## src/rtl/alu_pkg.sv

```systemverilog
// Shared definitions for the ALU sharing arbiter: opcodes, FSM states, port count.
// No logic here; imported by the interface, the grant picker and the top.
// Opcode meanings belong to the external ALU and are listed only for requesters.
package alu_pkg;

    localparam int ALU_ARB_PORTS = 2;

    localparam logic [3:0] ALU_OP_ADD = 4'd0;
    localparam logic [3:0] ALU_OP_AND = 4'd1;
    localparam logic [3:0] ALU_OP_OR  = 4'd2;
    localparam logic [3:0] ALU_OP_EQ  = 4'd3;

    typedef enum logic [1:0] {
        IDLE = 2'd0,
        EXEC = 2'd1,
        RESP = 2'd2
    } arb_state_e;

endpackage

```

## src/rtl/alu_arbiter_if.sv

```systemverilog
// Bus between two requesters, the shared external ALU and the arbiter.
// slave is the arbiter's view; master is the requesters' and ALU's view.
// Request and response sides use valid/ready; the ALU side is purely combinational.
interface alu_arbiter_if
    import alu_pkg::*;
#(
    parameter int WIDTH = 32,
    parameter int OPW   = 4
);
    logic [ALU_ARB_PORTS-1:0] req_valid;
    logic [ALU_ARB_PORTS-1:0] req_ready;
    logic [WIDTH-1:0]         req_r1_0;
    logic [WIDTH-1:0]         req_r2_0;
    logic [OPW-1:0]           req_op_0;
    logic [WIDTH-1:0]         req_r1_1;
    logic [WIDTH-1:0]         req_r2_1;
    logic [OPW-1:0]           req_op_1;

    logic [ALU_ARB_PORTS-1:0] resp_valid;
    logic [ALU_ARB_PORTS-1:0] resp_ready;
    logic [WIDTH-1:0]         resp_result;
    logic                     resp_zero;

    logic [WIDTH-1:0]         alu_r1;
    logic [WIDTH-1:0]         alu_r2;
    logic [OPW-1:0]           alu_op;
    logic [WIDTH-1:0]         alu_result;
    logic                     alu_zero;

    logic                     busy;

    modport slave (
        input  req_valid, req_r1_0, req_r2_0, req_op_0,
        input  req_r1_1, req_r2_1, req_op_1,
        input  resp_ready, alu_result, alu_zero,
        output req_ready, resp_valid, resp_result, resp_zero,
        output alu_r1, alu_r2, alu_op, busy
    );

    modport master (
        output req_valid, req_r1_0, req_r2_0, req_op_0,
        output req_r1_1, req_r2_1, req_op_1,
        output resp_ready, alu_result, alu_zero,
        input  req_ready, resp_valid, resp_result, resp_zero,
        input  alu_r1, alu_r2, alu_op, busy
    );

endinterface

```

## src/rtl/alu_arb_grant.sv

```systemverilog
// Combinational 2-way picker: one-hot grant from the valid requests.
// Zero latency, no state. A lone valid requester always wins immediately.
// Ties: `ALU_ARB_ROUND_ROBIN_EN follows rr_ptr (1 = prefer port 1); otherwise port 0 wins.
module alu_arb_grant
    import alu_pkg::*;
(
    input  logic [ALU_ARB_PORTS-1:0] req_valid,
`ifdef ALU_ARB_ROUND_ROBIN_EN
    input  logic                     rr_ptr,
`endif
    output logic [ALU_ARB_PORTS-1:0] grant
);

    always_comb begin
        grant = '0;
        case (req_valid)
            2'b01:   grant = 2'b01;
            2'b10:   grant = 2'b10;
`ifdef ALU_ARB_ROUND_ROBIN_EN
            2'b11:   grant = rr_ptr ? 2'b10 : 2'b01;
`else
            2'b11:   grant = 2'b01;
`endif
            default: grant = '0;
        endcase
    end

endmodule

```

## src/rtl/alu_arbiter.sv

```systemverilog
// Shares one external single-cycle ALU between two valid/ready requesters.
// Latency: result registered two edges after the request cycle; peak one op per 3 cycles.
// Backpressure: RESP holds until the granted port's resp_ready, and req_ready stays 0 meanwhile.
// `ALU_ARB_ROUND_ROBIN_EN selects round-robin ties; undefined gives fixed port 0 priority.
module alu_arbiter
    import alu_pkg::*;
#(
    parameter int WIDTH = 32,
    parameter int OPW   = 4
)
(
    input  logic          clk,
    input  logic          rst,
    alu_arbiter_if.slave  bus
);

    arb_state_e               state_q;
    arb_state_e               state_d;
    logic [ALU_ARB_PORTS-1:0] grant;
    logic                     accept;
    logic                     gnt_q;
    logic [WIDTH-1:0]         r1_q;
    logic [WIDTH-1:0]         r2_q;
    logic [OPW-1:0]           op_q;
    logic [WIDTH-1:0]         res_q;
    logic                     zero_q;

`ifdef ALU_ARB_ROUND_ROBIN_EN
    // Set means port 1 wins the next tie; reset value prefers port 0.
    logic rr_ptr_q;

    always_ff @(posedge clk or posedge rst) begin
        if (rst) begin
            rr_ptr_q <= 1'b0;
        end else if (accept) begin
            rr_ptr_q <= grant[0];
        end
    end

    alu_arb_grant u_grant (
        .req_valid (bus.req_valid),
        .rr_ptr    (rr_ptr_q),
        .grant     (grant)
    );
`else
    alu_arb_grant u_grant (
        .req_valid (bus.req_valid),
        .grant     (grant)
    );
`endif

    // req_ready equals the grant in IDLE, so any valid request is a handshake.
    assign accept = (state_q == IDLE) && (|bus.req_valid);

    always_ff @(posedge clk or posedge rst) begin
        if (rst) begin
            state_q <= IDLE;
        end else begin
            state_q <= state_d;
        end
    end

    always_comb begin
        state_d = state_q;
        case (state_q)
            IDLE:    if (accept) state_d = EXEC;
            EXEC:    state_d = RESP;
            RESP:    if (bus.resp_ready[gnt_q]) state_d = IDLE;
            default: state_d = IDLE;
        endcase
    end

    always_comb begin
        bus.req_ready  = '0;
        bus.resp_valid = '0;
        bus.busy       = (state_q != IDLE);
        case (state_q)
            IDLE:    bus.req_ready = grant;
            RESP:    bus.resp_valid[gnt_q] = 1'b1;
            default: ;
        endcase
    end

    // Operand registers drive the ALU directly, so alu_* only change on an accept.
    always_ff @(posedge clk or posedge rst) begin
        if (rst) begin
            gnt_q  <= 1'b0;
            r1_q   <= '0;
            r2_q   <= '0;
            op_q   <= '0;
            res_q  <= '0;
            zero_q <= 1'b0;
        end else begin
            if (accept) begin
                gnt_q <= grant[1];
                if (grant[1]) begin
                    r1_q <= bus.req_r1_1;
                    r2_q <= bus.req_r2_1;
                    op_q <= bus.req_op_1;
                end else begin
                    r1_q <= bus.req_r1_0;
                    r2_q <= bus.req_r2_0;
                    op_q <= bus.req_op_0;
                end
            end
            if (state_q == EXEC) begin
                res_q  <= bus.alu_result;
                zero_q <= bus.alu_zero;
            end
        end
    end

    assign bus.alu_r1      = r1_q;
    assign bus.alu_r2      = r2_q;
    assign bus.alu_op      = op_q;
    assign bus.resp_result = res_q;
    assign bus.resp_zero   = zero_q;

endmodule

```

## src/flat_wrapper.sv

```systemverilog
// flat-port wrapper written by rule: the top's interface ports become plain ports
module alu_arbiter_flat import alu_pkg::*;
#(
    parameter int WIDTH = 32,
    parameter int OPW   = 4
)
  (clk, rst, bus_req_valid, bus_req_r1_0, bus_req_r2_0, bus_req_op_0, bus_req_r1_1, bus_req_r2_1, bus_req_op_1, bus_resp_ready, bus_alu_result, bus_alu_zero, bus_req_ready, bus_resp_valid, bus_resp_result, bus_resp_zero, bus_alu_r1, bus_alu_r2, bus_alu_op, bus_busy);
  alu_arbiter_if #(.WIDTH(WIDTH), .OPW(OPW)) bus_i ();
  input  logic clk;
  input  logic rst;
  input wire logic [$bits(bus_i.req_valid)-1:0] bus_req_valid;
  input wire logic [$bits(bus_i.req_r1_0)-1:0] bus_req_r1_0;
  input wire logic [$bits(bus_i.req_r2_0)-1:0] bus_req_r2_0;
  input wire logic [$bits(bus_i.req_op_0)-1:0] bus_req_op_0;
  input wire logic [$bits(bus_i.req_r1_1)-1:0] bus_req_r1_1;
  input wire logic [$bits(bus_i.req_r2_1)-1:0] bus_req_r2_1;
  input wire logic [$bits(bus_i.req_op_1)-1:0] bus_req_op_1;
  input wire logic [$bits(bus_i.resp_ready)-1:0] bus_resp_ready;
  input wire logic [$bits(bus_i.alu_result)-1:0] bus_alu_result;
  input wire logic [$bits(bus_i.alu_zero)-1:0] bus_alu_zero;
  output wire logic [$bits(bus_i.req_ready)-1:0] bus_req_ready;
  output wire logic [$bits(bus_i.resp_valid)-1:0] bus_resp_valid;
  output wire logic [$bits(bus_i.resp_result)-1:0] bus_resp_result;
  output wire logic [$bits(bus_i.resp_zero)-1:0] bus_resp_zero;
  output wire logic [$bits(bus_i.alu_r1)-1:0] bus_alu_r1;
  output wire logic [$bits(bus_i.alu_r2)-1:0] bus_alu_r2;
  output wire logic [$bits(bus_i.alu_op)-1:0] bus_alu_op;
  output wire logic [$bits(bus_i.busy)-1:0] bus_busy;
  assign bus_i.req_valid = bus_req_valid;
  assign bus_i.req_r1_0 = bus_req_r1_0;
  assign bus_i.req_r2_0 = bus_req_r2_0;
  assign bus_i.req_op_0 = bus_req_op_0;
  assign bus_i.req_r1_1 = bus_req_r1_1;
  assign bus_i.req_r2_1 = bus_req_r2_1;
  assign bus_i.req_op_1 = bus_req_op_1;
  assign bus_i.resp_ready = bus_resp_ready;
  assign bus_i.alu_result = bus_alu_result;
  assign bus_i.alu_zero = bus_alu_zero;
  assign bus_req_ready = bus_i.req_ready;
  assign bus_resp_valid = bus_i.resp_valid;
  assign bus_resp_result = bus_i.resp_result;
  assign bus_resp_zero = bus_i.resp_zero;
  assign bus_alu_r1 = bus_i.alu_r1;
  assign bus_alu_r2 = bus_i.alu_r2;
  assign bus_alu_op = bus_i.alu_op;
  assign bus_busy = bus_i.busy;
  alu_arbiter #(.WIDTH(WIDTH), .OPW(OPW)) u_core (.clk(clk), .rst(rst), .bus(bus_i));
endmodule
```

## config.mk

```make
export PLATFORM = sky130hd
export DESIGN_NAME = alu_arbiter_flat
export DESIGN_NICKNAME = d
export VERILOG_FILES = /design/src/rtl/alu_pkg.sv /design/src/rtl/alu_arbiter_if.sv /design/src/rtl/alu_arb_grant.sv /design/src/rtl/alu_arbiter.sv /design/src/flat_wrapper.sv
export SDC_FILE = /design/constraint.sdc
export NUM_CORES = 1
export LEC_CHECK = 0
export CORE_MARGIN = 2
export CORE_UTILIZATION = 39
export CTS_BUF_LIST = sky130_fd_sc_hd__clkbuf_4
export DETAILED_ROUTE_END_ITERATION = 8
export PLACE_DENSITY = 0.82
export SETUP_SLACK_MARGIN = 0.1
export SLEW_MARGIN = 20
export SYNTH_ARGS = -nofsm -noshare
export SYNTH_HDL_FRONTEND = slang
export SYNTH_HIERARCHICAL = 1
export SYNTH_SLANG_ARGS = --single-unit
```

## constraint.sdc

```tcl
create_clock -name clk -period 5.5 [get_ports clk]
set_clock_uncertainty 0.05 [all_clocks]
set_input_delay 0.55 -clock clk [delete_from_list [all_inputs] [get_ports clk]]
set_output_delay 0.55 -clock clk [all_outputs]
set_load 0.01 [all_outputs]
```

==> impl_metrics.csv, run 1 <==
group,metric,value,unit
detailed_routing,finalWirelength,12.70,mm
grt,grt_pass1_wl,19.84,mm
logic_synthesis,synth.avg_cell_area,17.43,µm²
detailed_routing,drt_iter0_drc,150,
floorplanning,die_h,121.5,µm
layout,fin_nets,758,
detailed_routing,drc,0,
clocking,clock_sinks,104,
worst_setup_path,startpoint_type,"input port",
outcome,status,"finished clean",
logic_synthesis,ys_seq_area_share,48.32,%
floorplanning,die-area,0.01477,mm²
logic_synthesis,synth-compound-area-share,0.3717,%
timing,fin_setup_tns,0,ns
timing,relSlewSlack,39.18,%
grt,grt_overflow_total,0,
timing,worstMarginPinSlew,0.9104,ns
timing,finalSetupViolCount,0,
logic_synthesis,synth_top_family_by_area,"multiplexers",
layout,insertedDiodeCount,0,
detailed_routing,vias,3507,
grt,grt_max_degree,54,
clocking,cts_tree,"built",
logic_synthesis,synthMuxAreaShare,44.74,%
layout,drive_above_1_share,33.33,%
clocking,htree_levels,3,
power_and_ir_drop,peakVddDrop,0.1968,mV
clocking,cts.path.max_buffers,2,
floorplanning,pin_count,281,
place,io_buffers,280,
clocking,hold_buffers,0,
timing,finalHoldViolCount,0,
grt,grt_pass1_vias,3880,
layout,syn_to_final_growth,54.70,%
place,hpwlAfterDp,9.869,mm
clocking,ctsResizeCount,0,
hold_path,hp-class,"input port to async pin",
detailed_routing,wire_per_inst,16.62,µm
worst_setup_path,r2r_slack,3.03,ns
floorplanning,core_region_area,0.01335,mm²
clocking,cts_buffers,9,
detailed_routing,drtAntennaViolNets,0,
logic_synthesis,yosys.area_share.simple,0.8595,%
logic_synthesis,synth_cell_types,17,
floorplanning,start_util,40.35,%
worst_setup_path,critPathMaxFanout,24,
clocking,clock_latency,0.41,ns
worst_setup_path,path_class,"input port to primary output",
layout,design_area,0.008333,mm²
detailed_routing,viasPerCell,4.590,
power_and_ir_drop,p_leak,3.619,nW
power_and_ir_drop,pwr_density_cell,485.9,mW/mm²
detailed_routing,first_pass_iters,3,
clocking,cts_post_setup_buffers_inserted,0,
logic_synthesis,yosys_warnings,6,
timing,maxSlewViolCount,0,
logic_synthesis,synth_xor_area_share,0,%
timing,fmax,305.9,MHz
grt,track_usage,17.29,%
place,dpl_cell_area,0.008165,mm²
place,gp_congestion,0.7740,
worst_setup_path,endpoint_kind,"primary output",
floorplanning,die_w,121.5,µm
power_and_ir_drop,power,4.049,mW
timing,period_share,59.44,%
layout,layout_commonest_cell,"clkdlybuf4s50_1",
worst_setup_path,crit_required,4.90,ns
layout,final_cell_mix,"clkdlybuf4s50_1 (280), mux2_4 (129), dfrtp_1 (104), mux2_2 (42), clkbuf_4 (9)",
logic_synthesis,synth_fa_ha_area_share,0,%
clocking,cts-root-buf,"clkbuf_4",
floorplanning,row_count,42,
run,maxCapViolations,0,
logic_synthesis,synth_seq_cells,104,
timing,finalCriticalPeriod,3.269,ns
grt,antenna_found_initial,0,
logic_synthesis,syn_area,0.005386,mm²
clocking,path_clk_slew,0.17,ns
logic_synthesis,syn_nets,484,
logic_synthesis,synthCells,309,
timing,rsz0062_at_grt,"false",
worst_setup_path,arrival,2.67,ns
layout,fillers,1039,
registers in the layout (all words and copies together) (netlist names):
signal / count
u_core/bus.alu_op: 4
u_core/bus.alu_r1: 32
u_core/bus.alu_r2: 32
u_core/bus.resp_result: 32
u_core/bus.resp_zero: 1
u_core/gnt_q: 1
u_core/state_q: 2
report_power, final:
group	internal, mW	total, mW	switching, mW	leakage [nW]
clock network	0.190	0.442	0.253	0.0913
logic	1.47	2.23	0.761	2.31
registers	1.16	1.38	0.220	1.22
path summary, 6_finish.rpt:
kind / start / endpoint / cells after the start
setup / recovery: bus_req_valid[0] / bus_req_ready[1] / 4
hold / removal: rst / u_core/bus.alu_r1[0] / 2
setup reg to reg: u_core/state_q[1] / u_core/bus.alu_r1[5] / 4
hold reg to reg: u_core/bus.resp_result[28] / u_core/bus.resp_result[28] / 1
max in group asynchronous: rst / u_core/bus.alu_r1[1] / 3
min in group clk: u_core/bus.resp_result[28] / u_core/bus.resp_result[28] / 1
through the flow:
step	setup slack, ns	utilization [%]	std cells	hold slack [ns]
floorplan	2.168	-	309	0.4862
global placement	2.255	61.17	748	0.4351
detailed placement	2.228	61.17	748	0.4417
CTS	2.224	62.43	764	0.4517
global route	2.142	62.43	764	0.4640
finish	2.231	62.43	764	0.4609
metal layers:
| layer | routed length (µm) | track usage, % |
|---|---|---|
| met3 | 1149 | 5.028 |
| met5 | 0 | 0 |
| met2 | 6722 | 32.13 |
| met1 | 4637 | 18.82 |
| met4 | 189 | 5.603 |
cell families (layout without fill, tap and decap cells):
family          Yosys count  after routing
mux                     171            171
flops                   104            104
buf+inv                  24            303
simple gates              8              8
compound gates            2              2
layout make-up:
cell class	count	area (µm²)	area share [%]
clock buffers	9	67.56	0.8108
clock inverters	7	100.1	1.201
inverters	3	13.76	0.1652
multi-input cells	181	2484	29.80
flip-flops and latches	104	2603	31.23
well taps	176	220.2	2.643
repair buffers	284	2845	34.14
critical path, stage by stage:
cell and delay (ns):
clkdlybuf4s50_1 0.52, nor2b_4 0.76, and2_2 0.28, clkdlybuf4s50_1 0.56
cells in the mapped netlist, drive strengths merged:
cell type,n,area share [%]
nand2b,2,0.23
o21a,1,0.28
and2,2,0.26
buf,20,5.4
mux2,171,45
nor2,3,0.26
inv,3,0.21
clkbuf,1,0.070
dfrtp,104,48
o21ai,1,0.093
nor2b,1,0.12
No activity file was read; power rests on OpenSTA's default activity.
==> run 2: changes to the inputs <==
==> constraint.sdc (replaced) <==
create_clock -name clk -period 3.1 [get_ports clk]
set_clock_uncertainty 0.05 [all_clocks]
set_input_delay 0.31 -clock clk [delete_from_list [all_inputs] [get_ports clk]]
set_output_delay 0.31 -clock clk [all_outputs]
set_load 0.01 [all_outputs]
==> run 2 against run 1 <==
Net effect: utilization grew 0.32 points; largest power group unchanged; sequential power grew 78%; largest cell class unchanged; non-clock buffer count grew 2; clock-buffer cell count is the same; setup slack lost 1.5 ns; register-to-register slack lost 1.8 ns; wire length grew 1.6%; critical endpoint unchanged; clock power grew 80%; global-route usage grew 0.11 points; sequential share of layout area shrank 0.16 points.
==> impl_metrics.csv, run 2 (synthesized netlist as in run 1, its figures left out) <==
group,metric,value,unit
clocking,cts_post_setup_buffers_inserted,0,
floorplanning,row_count,42,
grt,track_usage,17.40,%
worst_setup_path,endpoint_kind,"primary output",
detailed_routing,vias,3541,
grt,antenna_found_initial,0,
timing,finalSetupViolCount,0,
floorplanning,die_h,121.5,µm
layout,fin_nets,760,
floorplanning,core_region_area,0.01335,mm²
layout,drive_above_1_share,33.56,%
worst_setup_path,arrival,2.05,ns
run,maxCapViolations,0,
detailed_routing,drc,0,
clocking,cts-root-buf,"clkbuf_4",
timing,fmax,415.0,MHz
clocking,path_clk_slew,0.17,ns
floorplanning,pin_count,281,
worst_setup_path,path_class,"input port to primary output",
timing,relSlewSlack,39.50,%
layout,multi_input_area,0.002484,mm²
layout,final_cell_mix,"clkdlybuf4s50_1 (280), mux2_4 (129), dfrtp_1 (104), mux2_2 (42), clkbuf_4 (9)",
worst_setup_path,cpMostUsedCell,"clkdlybuf4s50_1",
clocking,hold_buffers,0,
timing,fin_setup_tns,0,ns
worst_setup_path,crit_required,2.74,ns
timing,finalHoldViolCount,0,
place,hpwlAfterDp,10.06,mm
layout,regArea,0.002603,mm²
worst_setup_path,critPathMaxFanout,18,
timing,maxSlewViolCount,0,
detailed_routing,drt_iter0_drc,91,
floorplanning,die_w,121.5,µm
grt,grt_pass1_wl,20.01,mm
clocking,cts.path.max_buffers,2,
timing,rsz0062_at_grt,"false",
detailed_routing,first_pass_iters,4,
detailed_routing,drtAntennaViolNets,0,
clocking,clock_latency,0.44,ns
detailed_routing,finalWirelength,12.90,mm
timing,period_share,77.72,%
worst_setup_path,crit_chain,"clkdlybuf4s50_1, nor2b_4, buf_4, and2_2, clkdlybuf4s50_1",
timing,worstMarginPinSlew,0.9056,ns
layout,layout_commonest_cell,"clkdlybuf4s50_1",
clocking,cts_tree,"built",
power_and_ir_drop,peakVddDrop,0.4628,mV
place,io_buffers,280,
layout,fillers,1014,
hold_path,hp-class,"input port to async pin",
grt,grt_pass1_vias,3847,
detailed_routing,wire_per_inst,16.84,µm
timing,finalCriticalPeriod,2.409,ns
power_and_ir_drop,pwr_density_cell,862.1,mW/mm²
clocking,htree_levels,3,
layout,insertedDiodeCount,0,
clocking,clock_sinks,104,
clocking,cts_buffers,9,
grt,grt_max_degree,71,
floorplanning,die-area,0.01477,mm²
place,gp_congestion,0.7499,
layout,syn_to_final_growth,55.49,%
grt,grt_overflow_total,0,
power_and_ir_drop,power,7.221,mW
floorplanning,start_util,40.35,%
worst_setup_path,max_stage_delay,0.52,ns
clocking,ctsResizeCount,0,
outcome,status,"finished clean",
power_and_ir_drop,p_leak,3.631,nW
detailed_routing,viasPerCell,4.623,
worst_setup_path,cp_slowest_cell,"clkdlybuf4s50_1",
worst_setup_path,startpoint_type,"input port",
run 2: cell count changes in the layout (fill, tap and decap cells not counted), sizes merged:
| cell | previous run | this run |
|---|---|---|
| clkinvlp | 0 | 2 |
| clkinv | 2 | 1 |
| buf | 4 | 6 |
| inv | 6 | 5 |
run 2: path summary, 6_finish.rpt:
| kind | start | end | slack [ns] | depth (start not counted) |
|---|---|---|---|---|
| worst max register to register | u_core/state_q[1] | u_core/bus.alu_r1[10] | 1.25 | 4 |
| worst min register to register | u_core/bus.resp_result[11] | u_core/bus.resp_result[11] | 0.48 | 1 |
| min in group clk | bus_alu_result[20] | u_core/bus.resp_result[20] | 0.42 | 2 |
| max in group asynchronous | rst | u_core/bus.alu_r1[25] | 1.88 | 3 |
| worst min-delay path | rst | u_core/bus.alu_r1[22] | 0.33 | 2 |
| worst max-delay path | bus_req_valid[1] | bus_req_ready[1] | 0.69 | 5 |
run 2: report_power, final:
group          switching [mW]  leakage [nW]  internal (mW)
Combinational            1.35          2.33           2.62
Clock                   0.458        0.0888          0.338
Sequential              0.398          1.22           2.05
Total                    2.21          3.63           5.01
run 2: final cells by class:
type,instances,share of cell area [%]
clock buffer,9,0.8067
clock inverter,7,1.210
inverter,3,0.1793
multi-input combinational,181,29.65
sequential,104,31.07
tap,176,2.629
timing repair buffer,286,34.45
run 2: per-stage QoR:
step	utilization [%]	setup WS [ns]	hold slack, ns	instances	instance area [µm²]
floorplan	-	1.494	0.4105	309	5390
global placement	61.48	0.7055	0.4365	750	8207
detailed placement	61.48	0.6874	0.4411	750	8207
CTS	62.75	0.6722	0.3216	766	8376
global route	62.75	0.6383	0.3581	766	8376
finish	62.75	0.6905	0.3283	766	8376
run 2: layer usage:
layer | track usage [%] | part of all wire [%] | wire length (µm)
met2 | 31.60 | 52 | 6678
met4 | 5.029 | 1.2 | 161
met3 | 5.545 | 8.7 | 1122
met5 | 0 | 0 | 0
met1 | 19.50 | 38 | 4935
run 2: worst max-delay path, delay by kind of cell:
family / cells / cell delay [ns]
buffers and inverters: 3 / 1.34
and+or+nand+nor: 2 / 0.39
==> run 3: changes to the inputs <==
==> constraint.sdc (replaced) <==
create_clock -name clk -period 2.4 [get_ports clk]
set_clock_uncertainty 0.05 [all_clocks]
set_input_delay 0.24 -clock clk [delete_from_list [all_inputs] [get_ports clk]]
set_output_delay 0.24 -clock clk [all_outputs]
set_load 0.01 [all_outputs]
==> run 3 against run 2 <==
Net effect: utilization is 0.14 points higher; clock-buffer cell count unchanged; clock power increased by 27%; combinational power grew 30%; register-to-register slack got worse by 0.62 ns; hold slack worse by 0.093 ns; non-clock buffer count unchanged; setup slack got worse by 0.36 ns; global-route usage is 0.098 points higher; sequential power is 29% higher; largest cell class unchanged; largest power group unchanged.
==> impl_metrics.csv, run 3 (synthesized netlist as in run 1, its figures left out) <==
group,metric,value,unit
hold_path,hp-class,"input port to async pin",
power_and_ir_drop,peakVddDrop,0.4668,mV
timing,worstMarginPinSlew,0.5295,ns
worst_setup_path,r2r_slack,0.63,ns
outcome,status,"finished clean",
worst_setup_path,max_stage_delay,0.52,ns
worst_setup_path,arrival,1.78,ns
clocking,cts_buffers,9,
floorplanning,die_h,121.5,µm
clocking,path_clk_slew,0.16,ns
timing,fmax,483.8,MHz
timing,period_share,86.13,%
detailed_routing,viasPerCell,4.598,
timing,relSlewSlack,64.70,%
layout,fin_nets,760,
timing,finalCriticalPeriod,2.067,ns
clocking,clock_sinks,104,
clocking,ctsResizeCount,0,
clocking,cts_tree,"built",
run,maxCapViolations,0,
clocking,hold_buffers,0,
detailed_routing,vias,3522,
floorplanning,die-area,0.01477,mm²
worst_setup_path,cp_slowest_cell,"clkdlybuf4s50_1",
layout,drive_above_1_share,33.39,%
timing,rsz0062_at_grt,"false",
layout,layout_commonest_cell,"clkdlybuf4s50_1",
place,gp_congestion,0.7423,
grt,grt_pass1_vias,3915,
layout,fin_util,62.89,%
grt,grt_max_degree,105,
layout,insertedDiodeCount,0,
detailed_routing,first_pass_iters,3,
clocking,cts-root-buf,"clkbuf_4",
floorplanning,core_region_area,0.01335,mm²
worst_setup_path,path_buf_inv,1,
clocking,clock_latency,0.43,ns
floorplanning,die_w,121.5,µm
grt,grt_pass1_wl,19.95,mm
timing,finalSetupViolCount,0,
place,dpl_cell_area,0.008232,mm²
detailed_routing,drc,0,
place,io_buffers,280,
detailed_routing,drt_iter0_drc,165,
grt,antenna_found_initial,0,
layout,fillers,1011,
power_and_ir_drop,pwr_density_cell,1111,mW/mm²
floorplanning,row_count,42,
timing,hold_slack,0.2350,ns
clocking,cts_post_setup_buffers_inserted,0,
clocking,htree_levels,3,
timing,maxSlewViolCount,0,
floorplanning,pin_count,281,
place,hpwlAfterDp,9.910,mm
grt,grt_overflow_total,0,
layout,syn_to_final_growth,55.84,%
grt,track_usage,17.49,%
clocking,cts.path.max_buffers,2,
worst_setup_path,path_class,"flop to primary output",
power_and_ir_drop,p_leak,3.638,nW
worst_setup_path,critPathMaxFanout,4,
worst_setup_path,crit_family,"buffers and inverters",
worst_setup_path,crit_required,2.11,ns
timing,fin_setup_tns,0,ns
detailed_routing,wire_per_inst,17.00,µm
worst_setup_path,crit_chain,"nor2_2, and2_2, clkdlybuf4s50_1",
floorplanning,start_util,40.35,%
layout,design_area,0.008394,mm²
detailed_routing,drtAntennaViolNets,0,
worst_setup_path,endpoint_kind,"primary output",
detailed_routing,finalWirelength,13.02,mm
worst_setup_path,startpoint_type,"flop",
layout,final_cell_mix,"clkdlybuf4s50_1 (280), mux2_4 (129), dfrtp_1 (104), mux2_2 (42), clkbuf_4 (9)",
timing,finalHoldViolCount,0,
## run 3: worst paths after layout
check,end,depth (start not counted),from
setup / recovery,bus_req_ready[1],3,u_core/state_q[1]
hold / removal,u_core/bus.alu_r2[28],3,rst
setup reg to reg,u_core/bus.alu_r1[4],4,u_core/state_q[1]
hold reg to reg,u_core/bus.resp_result[19],1,u_core/bus.resp_result[19]
max in group asynchronous,u_core/bus.alu_r2[15],3,rst
min in group clk,u_core/bus.resp_result[27],2,bus_alu_result[27]
## run 3: per-layer routing
| layer | GRT usage, % | routed length (µm) |
|---|---|---|
| met1 | 18.50 | 4724 |
| met2 | 31.78 | 6744 |
| met3 | 6.297 | 1288 |
| met4 | 6.609 | 267 |
| met5 | 0 | 0 |
## run 3: area by class of cell
class / instances / area, µm² / share of cell area, %
tap: 176 / 220.2 / 2.623
sequential: 104 / 2603 / 31.00
inverter: 3 / 15.01 / 0.1789
timing repair buffer: 286 / 2910 / 34.67
clock inverter: 7 / 95.09 / 1.133
multi-input combinational: 181 / 2484 / 29.59
clock buffer: 9 / 67.56 / 0.8049
## run 3: where the power goes
group | switching, mW | total [mW] | internal (mW)
Clock | 0.582 | 1.01 | 0.426
Sequential | 0.509 | 3.16 | 2.65
Combinational | 1.75 | 5.15 | 3.41
## run 3: stage by stage
stage / cells / total power, mW / worst slack, ns
3_5_place_dp: 750 / 8.412 / 0.2471
4_1_cts: 766 / 9.466 / 0.2530
3_3_place_gp: 750 / 8.298 / 0.2789
2_1_floorplan: 309 / 6.112 / 0.8644
5_1_grt: 766 / 9.839 / 0.2160
6_report: 766 / 9.322 / 0.3329
## run 3: worst min-delay path: cells and delay by family
family / cells / cell delay (ns)
buf+inv: 3 / 0.97
